`config.mk`:
```
export PLATFORM = sky130hd
export DESIGN_NAME = cim_layer_scheduler
export DESIGN_NICKNAME = d
export VERILOG_FILES = /design/src/rtl/cim_layer_scheduler.sv
export SDC_FILE = /design/constraint.sdc
export NUM_CORES = 1
export LEC_CHECK = 0
export ABC_AREA = 1
export CORE_MARGIN = 4
export CORE_UTILIZATION = 58
export CTS_CLUSTER_SIZE = 10
export DETAILED_ROUTE_END_ITERATION = 6
export DONT_BUFFER_PORTS = 1
export PLACE_DENSITY = 0.74
export SLEW_MARGIN = 20
export SYNTH_ARGS = -nofsm -noshare
export SYNTH_HDL_FRONTEND = slang
export SYNTH_SLANG_ARGS = --single-unit
```
`constraint.sdc`:
```
create_clock -name clk -period 2.25 [get_ports clk]
set_input_delay 0.675 -clock clk [delete_from_list [all_inputs] [get_ports clk]]
set_output_delay 0.675 -clock clk [all_outputs]
set_load 0.02 [all_outputs]
```
`src/rtl/cim_layer_scheduler.sv`:
```
// Central sequencer for a chain of CIM layers: start pulse, busy handshake, func_start, drain.
// Define CIM_SCHED_PERF_CNT_EN to add the o_cycle_count / o_layer_cycles performance counters.
module cim_layer_scheduler #(
  parameter int unsigned num_layers     = 7,
  parameter int unsigned func_latency   = 4,
  parameter int unsigned timeout_cycles = 65535,
  parameter int unsigned cnt_width      = 16,
  localparam int unsigned lw            = (num_layers > 1) ? $clog2(num_layers) : 1
) (
  input  logic                  clk,
  input  logic                  rst,
  input  logic                  i_run,
  input  logic                  i_abort,
  input  logic [num_layers-1:0] i_busy,
  input  logic                  i_sink_busy,
  output logic [num_layers-1:0] o_start,
  output logic [num_layers-1:0] o_func_start,
  output logic [num_layers-1:0] o_next_busy,
  output logic [lw-1:0]         o_cur_layer,
  output logic                  o_active,
  output logic                  o_done,
  output logic                  o_error,
`ifdef CIM_SCHED_PERF_CNT_EN
  output logic [31:0]           o_cycle_count,
  output logic [31:0]           o_layer_cycles,
`endif
  output logic [lw-1:0]         o_err_layer
);

  localparam int unsigned dw = (func_latency > 1) ? $clog2(func_latency) : 1;
  localparam logic [num_layers-1:0] layer_one = num_layers'(1);
  localparam logic [cnt_width:0] wd_limit = (cnt_width + 1)'(timeout_cycles);

  typedef enum logic [2:0] {
    StIdle, StStart, StWaitHi, StWaitLo, StFunc, StDrain, StDone
  } state_e;

  state_e             state_q, state_d;
  logic [lw-1:0]      layer_q, layer_d;
  logic [dw-1:0]      drain_q, drain_d;
  logic [cnt_width-1:0] wd_q, wd_d;
  logic [cnt_width:0] wd_inc;
  logic               active_q, active_d;
  logic               error_q, error_d;
  logic [lw-1:0]      err_layer_q, err_layer_d;
  logic               timeout;
  logic               last_layer;

  // Back-pressure is a pure rewiring of the downstream busy lines.
  if (num_layers > 1) begin : g_next_busy
    assign o_next_busy[num_layers-2:0] = i_busy[num_layers-1:1];
  end
  assign o_next_busy[num_layers-1] = i_sink_busy;

  assign wd_inc     = {1'b0, wd_q} + (cnt_width + 1)'(1);
  assign timeout    = (wd_inc == wd_limit);
  assign last_layer = (layer_q == lw'(num_layers - 1));

  always_comb begin
    state_d      = state_q;
    layer_d      = layer_q;
    drain_d      = drain_q;
    wd_d         = wd_q;
    active_d     = active_q;
    error_d      = error_q;
    err_layer_d  = err_layer_q;
    o_start      = '0;
    o_func_start = '0;
    o_done       = 1'b0;
    // Abort beats every other transition, including a timeout, and suppresses pulses.
    if (state_q != StIdle && i_abort) begin
      state_d  = StIdle;
      active_d = 1'b0;
    end else begin
      unique case (state_q)
        StIdle: begin
          if (i_run) begin
            state_d  = StStart;
            layer_d  = '0;
            error_d  = 1'b0;
            active_d = 1'b1;
          end
        end
        StStart: begin
          o_start = layer_one << layer_q;
          wd_d    = '0;
          state_d = StWaitHi;
        end
        StWaitHi: begin
          if (i_busy[layer_q]) begin
            wd_d    = '0;
            state_d = StWaitLo;
          end else if (timeout) begin
            error_d     = 1'b1;
            err_layer_d = layer_q;
            active_d    = 1'b0;
            state_d     = StIdle;
          end else begin
            wd_d = wd_inc[cnt_width-1:0];
          end
        end
        StWaitLo: begin
          if (!i_busy[layer_q]) begin
            wd_d    = '0;
            state_d = StFunc;
          end else if (timeout) begin
            error_d     = 1'b1;
            err_layer_d = layer_q;
            active_d    = 1'b0;
            state_d     = StIdle;
          end else begin
            wd_d = wd_inc[cnt_width-1:0];
          end
        end
        StFunc: begin
          o_func_start = layer_one << layer_q;
          drain_d      = dw'(func_latency - 1);
          state_d      = StDrain;
        end
        StDrain: begin
          if (drain_q == '0) begin
            if (last_layer) begin
              state_d = StDone;
            end else begin
              layer_d = layer_q + lw'(1);
              state_d = StStart;
            end
          end else begin
            drain_d = drain_q - dw'(1);
          end
        end
        StDone: begin
          o_done   = 1'b1;
          active_d = 1'b0;
          state_d  = StIdle;
        end
        default: state_d = StIdle;
      endcase
    end
  end

  always_ff @(posedge clk or posedge rst) begin
    if (rst) begin
      state_q     <= StIdle;
      layer_q     <= '0;
      drain_q     <= '0;
      wd_q        <= '0;
      active_q    <= 1'b0;
      error_q     <= 1'b0;
      err_layer_q <= '0;
    end else begin
      state_q     <= state_d;
      layer_q     <= layer_d;
      drain_q     <= drain_d;
      wd_q        <= wd_d;
      active_q    <= active_d;
      error_q     <= error_d;
      err_layer_q <= err_layer_d;
    end
  end

  assign o_cur_layer = layer_q;
  assign o_active    = active_q;
  assign o_error     = error_q;
  assign o_err_layer = err_layer_q;

`ifdef CIM_SCHED_PERF_CNT_EN
  logic [31:0] cyc_q;
  logic [31:0] lacc_q;
  logic [31:0] lcyc_q;

  // lacc counts the cycles from START up to, but not including, FUNC.
  always_ff @(posedge clk or posedge rst) begin
    if (rst) begin
      cyc_q  <= '0;
      lacc_q <= '0;
      lcyc_q <= '0;
    end else begin
      if (state_q == StIdle && i_run) begin
        cyc_q <= '0;
      end else if (active_q && cyc_q != '1) begin
        cyc_q <= cyc_q + 32'd1;
      end
      if (state_q == StStart) begin
        lacc_q <= 32'd1;
      end else if ((state_q == StWaitHi || state_q == StWaitLo) && lacc_q != '1) begin
        lacc_q <= lacc_q + 32'd1;
      end
      if (state_q == StFunc && !i_abort) begin
        lcyc_q <= lacc_q;
      end
    end
  end

  assign o_cycle_count  = cyc_q;
  assign o_layer_cycles = lcyc_q;
`endif

endmodule

```
# Yosys cells after proc, flatten, opt, wreduce, memory -nomap -nowiden
# Cells that the tools add are included.
word_totals:
  word_cells: 89
  reg_bits: 29
classes:
  n_addsub: 3
  shift: 1
  muxes: 41
  eq_ne: 18
  reduce_logical: 17
  bitwise: 1
  n_lt_le_gt_ge: 1
op_table:
  columns: ["operator", "n"]
  rows:
  - ["16-bit two-way mux", 3]
  - ["16-bit case mux with 3 select lines", 1]
  - ["3-bit two-way mux", 13]
  - ["7-bit two-way mux", 4]
  - ["3-bit case mux with 6 select lines", 1]
  - ["16-bit by 1-bit adder with 17-bit output, second input constant", 1]
  - ["17-bit by 16-bit equality test with 1-bit output, second input constant", 1]
  - ["3-bit equality test, second input constant", 4]
  - ["1-bit two-way mux", 12]
  - ["2-bit != test, second input constant", 6]
  - ["3-bit != test, second input constant", 4]
  - ["3-bit case mux with 2 select lines", 2]
  - ["5-bit AND reduction", 2]
  - ["3-bit nonzero test", 3]
  - ["4-bit AND reduction", 2]
  - ["1-bit by 3-bit << shifter with 7-bit output, first input constant", 1]
  - ["3-bit by 2-bit equality test with 1-bit output, second input constant", 2]
  - ["2-bit nonzero test", 3]
  - ["5-bit nonzero test", 1]
  - ["3-bit by 4-bit less-than comparator with 1-bit output, second input constant", 1]
  - ["1-bit case mux with 4 select lines", 1]
  - ["2-bit case mux with 2 select lines", 1]
  - ["2-bit AND reduction", 2]
  - ["3-bit by 1-bit adder with 3-bit output, second input constant", 1]
  - ["10 further kinds", 10]

# Logic depth before layout (Yosys ltp)
logic_depth:
  word_depth: 6
  ltp_mapped: 16
  mapped_depth_nobuf: 16

# Worst setup path after synthesis
# No wires, ideal clock.
synth_timing:
  path_kind: "register to output"
  start: "register layer_q[0] (netlist: o_cur_layer[0])"
  end: "output port o_start[6]"
  arrival_ps: 1449
  path_slack_ps: 126
  path_stages_with_launch: 5
  path_buffers: 0
  required_ps: 1575
  path_cell_list: "dfrtp_1 inv_2 ha_1 nand2_1 nor3_1"
synth_via:
  elab_chain_cells: 3
synth_lines:
  columns: ["element", "line_no", "text"]
  rows:
  - ["from (decl)", "39", "logic [lw-1:0] layer_q, layer_d;"]
  - ["from (signal assigned)", "153", "layer_q <= layer_d;"]
  - ["1-bit by 3-bit << shifter with 7-bit output", "85", "o_start = layer_one << layer_q;"]
  - ["7-bit two-way mux", "75", "unique case (state_q)"]
  - ["7-bit two-way mux", "71", "if (state_q != StIdle && i_abort) begin"]
  - ["to (decl)", "16", "output logic [num_layers-1:0] o_start,"]
# Every way passes these cells.

# Final worst setup path
layout_timing:
  start: "register layer_q[1] (netlist: o_cur_layer[1])"
  end: "output port o_start[3]"
# Same word-level chain as after synthesis.

==> results.yml <==
status:
  outcome: "finished clean"
pwr:
  pwr-share-seq_pct: 36.2
  ir_worst_vdd_v: 0.0006940
  power.internal_mw: 1.096
  switching_share_pct: 41.68
  pwr-share-comb_pct: 40.1
  power_mw: 1.879
  leakagePower_nw: 1.075
  powerDensity_nw_per_um2: 768.4
  switching_power_uw: 783.0
  power_frac_clock_pct: 23.7
routing:
  vias: 2061
  drc: 0
  ant_nets: 0
  first_iter_violations: 137
  routed_wl_um: 5041
  vias_per_cell: 5.496
  avgRoutedWirePerCell_um: 13.44
  dr.pass1.iters: 4
die:
  fp-row-count: 21
  dieArea_um2: 4690
  initial_core_util_pct: 61.65
  fp.dieH_um: 68.49
  die_w_um: 68.49
  core-area_um2: 3442
  io_pins: 42
sta:
  skew_ns: 0.003253
  max-slew-margin-rel_pct: 72.97
  slew_viol_final: 0
  finalSetupViolCount: 0
  finalHoldViolCount: 0
  fmax_mhz: 452.0
  finalCritPeriodShare_pct: 98.33
  period_minus_slack_ns: 2.212
  rsz0062_at_grt: "true"
  holdWs_ns: 0.3569
  max_slew.worst_pin.slew_ns: 0.4055
synthesis:
  synth_edf_count: 0
  ys_types: 34
  yosysTopAreaCellShare_pct: 34.20
  netlist_area_um2: 2122
  ys_seq_area_share_pct: 34.20
  synthArstFlopShare_pct: 100.0
  yosysMostFrequentCell: "nand2_1"
  ys_warn_count: 0
  syn-num-nets: 330
  synth_top_area_cell: "dfrtp_1"
  synth_seq_cells: 29
  synth-main-ff-cell: "dfrtp_1"
  synthCells: 310
  avgSynthCellArea_um2: 6.845
  synthTopCellsByArea: "dfrtp_1, nand2_1, inv_1"
  synth_commonest_cells: "nand2_1, inv_1, nor2_1, dfrtp_1, o21ai_0"
grt:
  grt_pass1_wl_um: 8280
  gr-max-usage-layer: "met2"
  gr-usage-met1_pct: 27.93
  first_global_vias: 1896
  grt_util_all_layers_pct: 23.68
  use_met2_pct: 40.88
  grt_overflow: 0
  globalRouteMet3Util_pct: 5.583
  grt_max_degree: 30
  antenna_found_initial: 0
min_path:
  hold_path_class: "primary input to async pin"
worst_setup_path:
  rr_startpoint: "wd_q[1]$_DFFE_PP0P_"
  endpoint_kind: "output pin"
  cp.required_ns: 1.57
  critPathKind: "flip-flop to output pin"
  path_cells: "buf_6, ha_1, ha_1, inv_1, nor3_2, buf_4"
  regToRegSetupSlack_ns: 0.20
  slowest_delay_ns: 0.39
  path_max_fanout: 3
  cpMostUsedCell: "ha_1"
  arrival_ns: 1.54
  r2r-end: "o_err_layer[1]$_DFFE_PP0P_"
  startpoint_type: "flip-flop"
  startpoint: "o_cur_layer[1]$_DFFE_PP0P_"
  rr_worst_depth: 14
  critPathSlowestCell: "dfrtp_1"
placement:
  io_buffers: 0
  dpl.hpwl_um: 3625
  gp_congestion: 0.8775
  postPlaceCellArea_um2: 2217
clock_tree:
  cts.clk_slew.worst_paths_ns: 0.06
  worstSkewPairLatency_ns: 0.28
  cts_tree: "done"
  h-tree-depth: 2
  cts_made_buffers: 5
  cts_num_sinks: 29
  cts_root_buffer: "clkbuf_8"
  clk_path_buf_depth: 2
final_layout:
  layout.nets: 349
  drive_gt1_share_pct: 21.88
  nFillCells: 284
  area_growth_pct: 15.21
  final_area_um2: 2445
  diodes: 0
flow_run:
  maxCapViolCount: 0
## per-stage QoR
step	util [%]	std cells	worst slack [ns]	setup TNS, ns
final	71.03	375	0.03759	0
after global routing	71.03	375	-0.02060	-0.03501
after CTS	67.07	368	-0.05589	-0.3018
after detailed placement	64.41	361	0.1741	0
after global placement	64.41	361	0.2327	0
after floorplan	-	310	0.1258	0
## registers in the layout, summed over array words and instances (netlist names)
name and count:
wd_q 16, o_cur_layer 3, drain_q 2, state_q 3, o_error 1, o_err_layer 3, o_active 1
## worst max-delay path by stage
stage	end	slack (ns)
3_3_place_gp	o_err_layer[1]$_DFFE_PP0P_	0.23
5_1_grt	o_start[3]	-0.02
4_1_cts	o_func_start[5]	-0.06
2_1_floorplan	o_start[6]	0.13
3_5_place_dp	o_err_layer[1]$_DFFE_PP0P_	0.17
6_report	o_start[3]	0.04
## repair_timing
| item | CTS | global route |
|---|---|---|
| buffers inserted | 0 | 7 |
| endpoints found under the setup margin | 13 | 16 |
| resized for setup | 2 | 27 |
| hold buffers | 0 | 0 |
| pin swaps | 0 | 4 |
## power by group through the flow
stage | sequential, mW | combinational (mW) | clock [mW]
2_1_floorplan | 0.658 | 0.486 | 0
6_report | 0.681 | 0.753 | 0.444
3_5_place_dp | 0.675 | 0.598 | 0
4_1_cts | 0.667 | 0.608 | 0.450
5_1_grt | 0.690 | 0.841 | 0.478
3_3_place_gp | 0.675 | 0.594 | 0
## final cells by class
cell class	instances	area [µm²]	share of cell area [%]
Timing Repair Buffer	21	161.4	6.602
Tap cell	46	57.56	2.354
Inverter	46	173.9	7.114
Multi-Input combinational cell	226	1235	50.51
Sequential cell	29	730.7	29.89
Clock buffer	7	86.33	3.531
## critical path, delay by kind of cell, from the launching register on
kind          cells  cell delay, ns
fa+ha+maj         2            0.33
simple gates      1            0.17
buf+inv           3            0.37
flops             1            0.39
## layout by cell type (no fill, tap or decap), drive strengths merged
cell type / count
buf: 21
a22oi: 1
nor2: 47
nand4: 7
clkinv: 2
nand3: 18
nand2: 85
or2: 1
a21boi: 1
ha: 8
inv: 44
clkbuf: 7
a2111oi: 1
a21oi: 5
xor2: 1
a31oi: 1
o22ai: 6
nor3: 11
nor4: 1
dfrtp: 29
o21a: 1
o211ai: 2
o21ai: 29
## kinds of logic (layout without fill, tap and decap cells)
group | after synthesis | count (layout) | synth area share [%]
and+or+nand+nor | 170 | 170 | 36.50
buffers and inverters | 55 | 74 | 11.38
AOI/OAI and AO/OA | 47 | 47 | 12.80
DFF | 29 | 29 | 34.20
adders and majority gates | 8 | 8 | 4.717
xor gates and xnor gates | 1 | 1 | 0.4128
## per-layer routing
layer	up-vias	wire length [µm]
met5	-	0
met4	0	126
met2	60	2526
li1	1036	-
met3	14	246
met1	951	2141
Power figures use the tool's default switching activity.
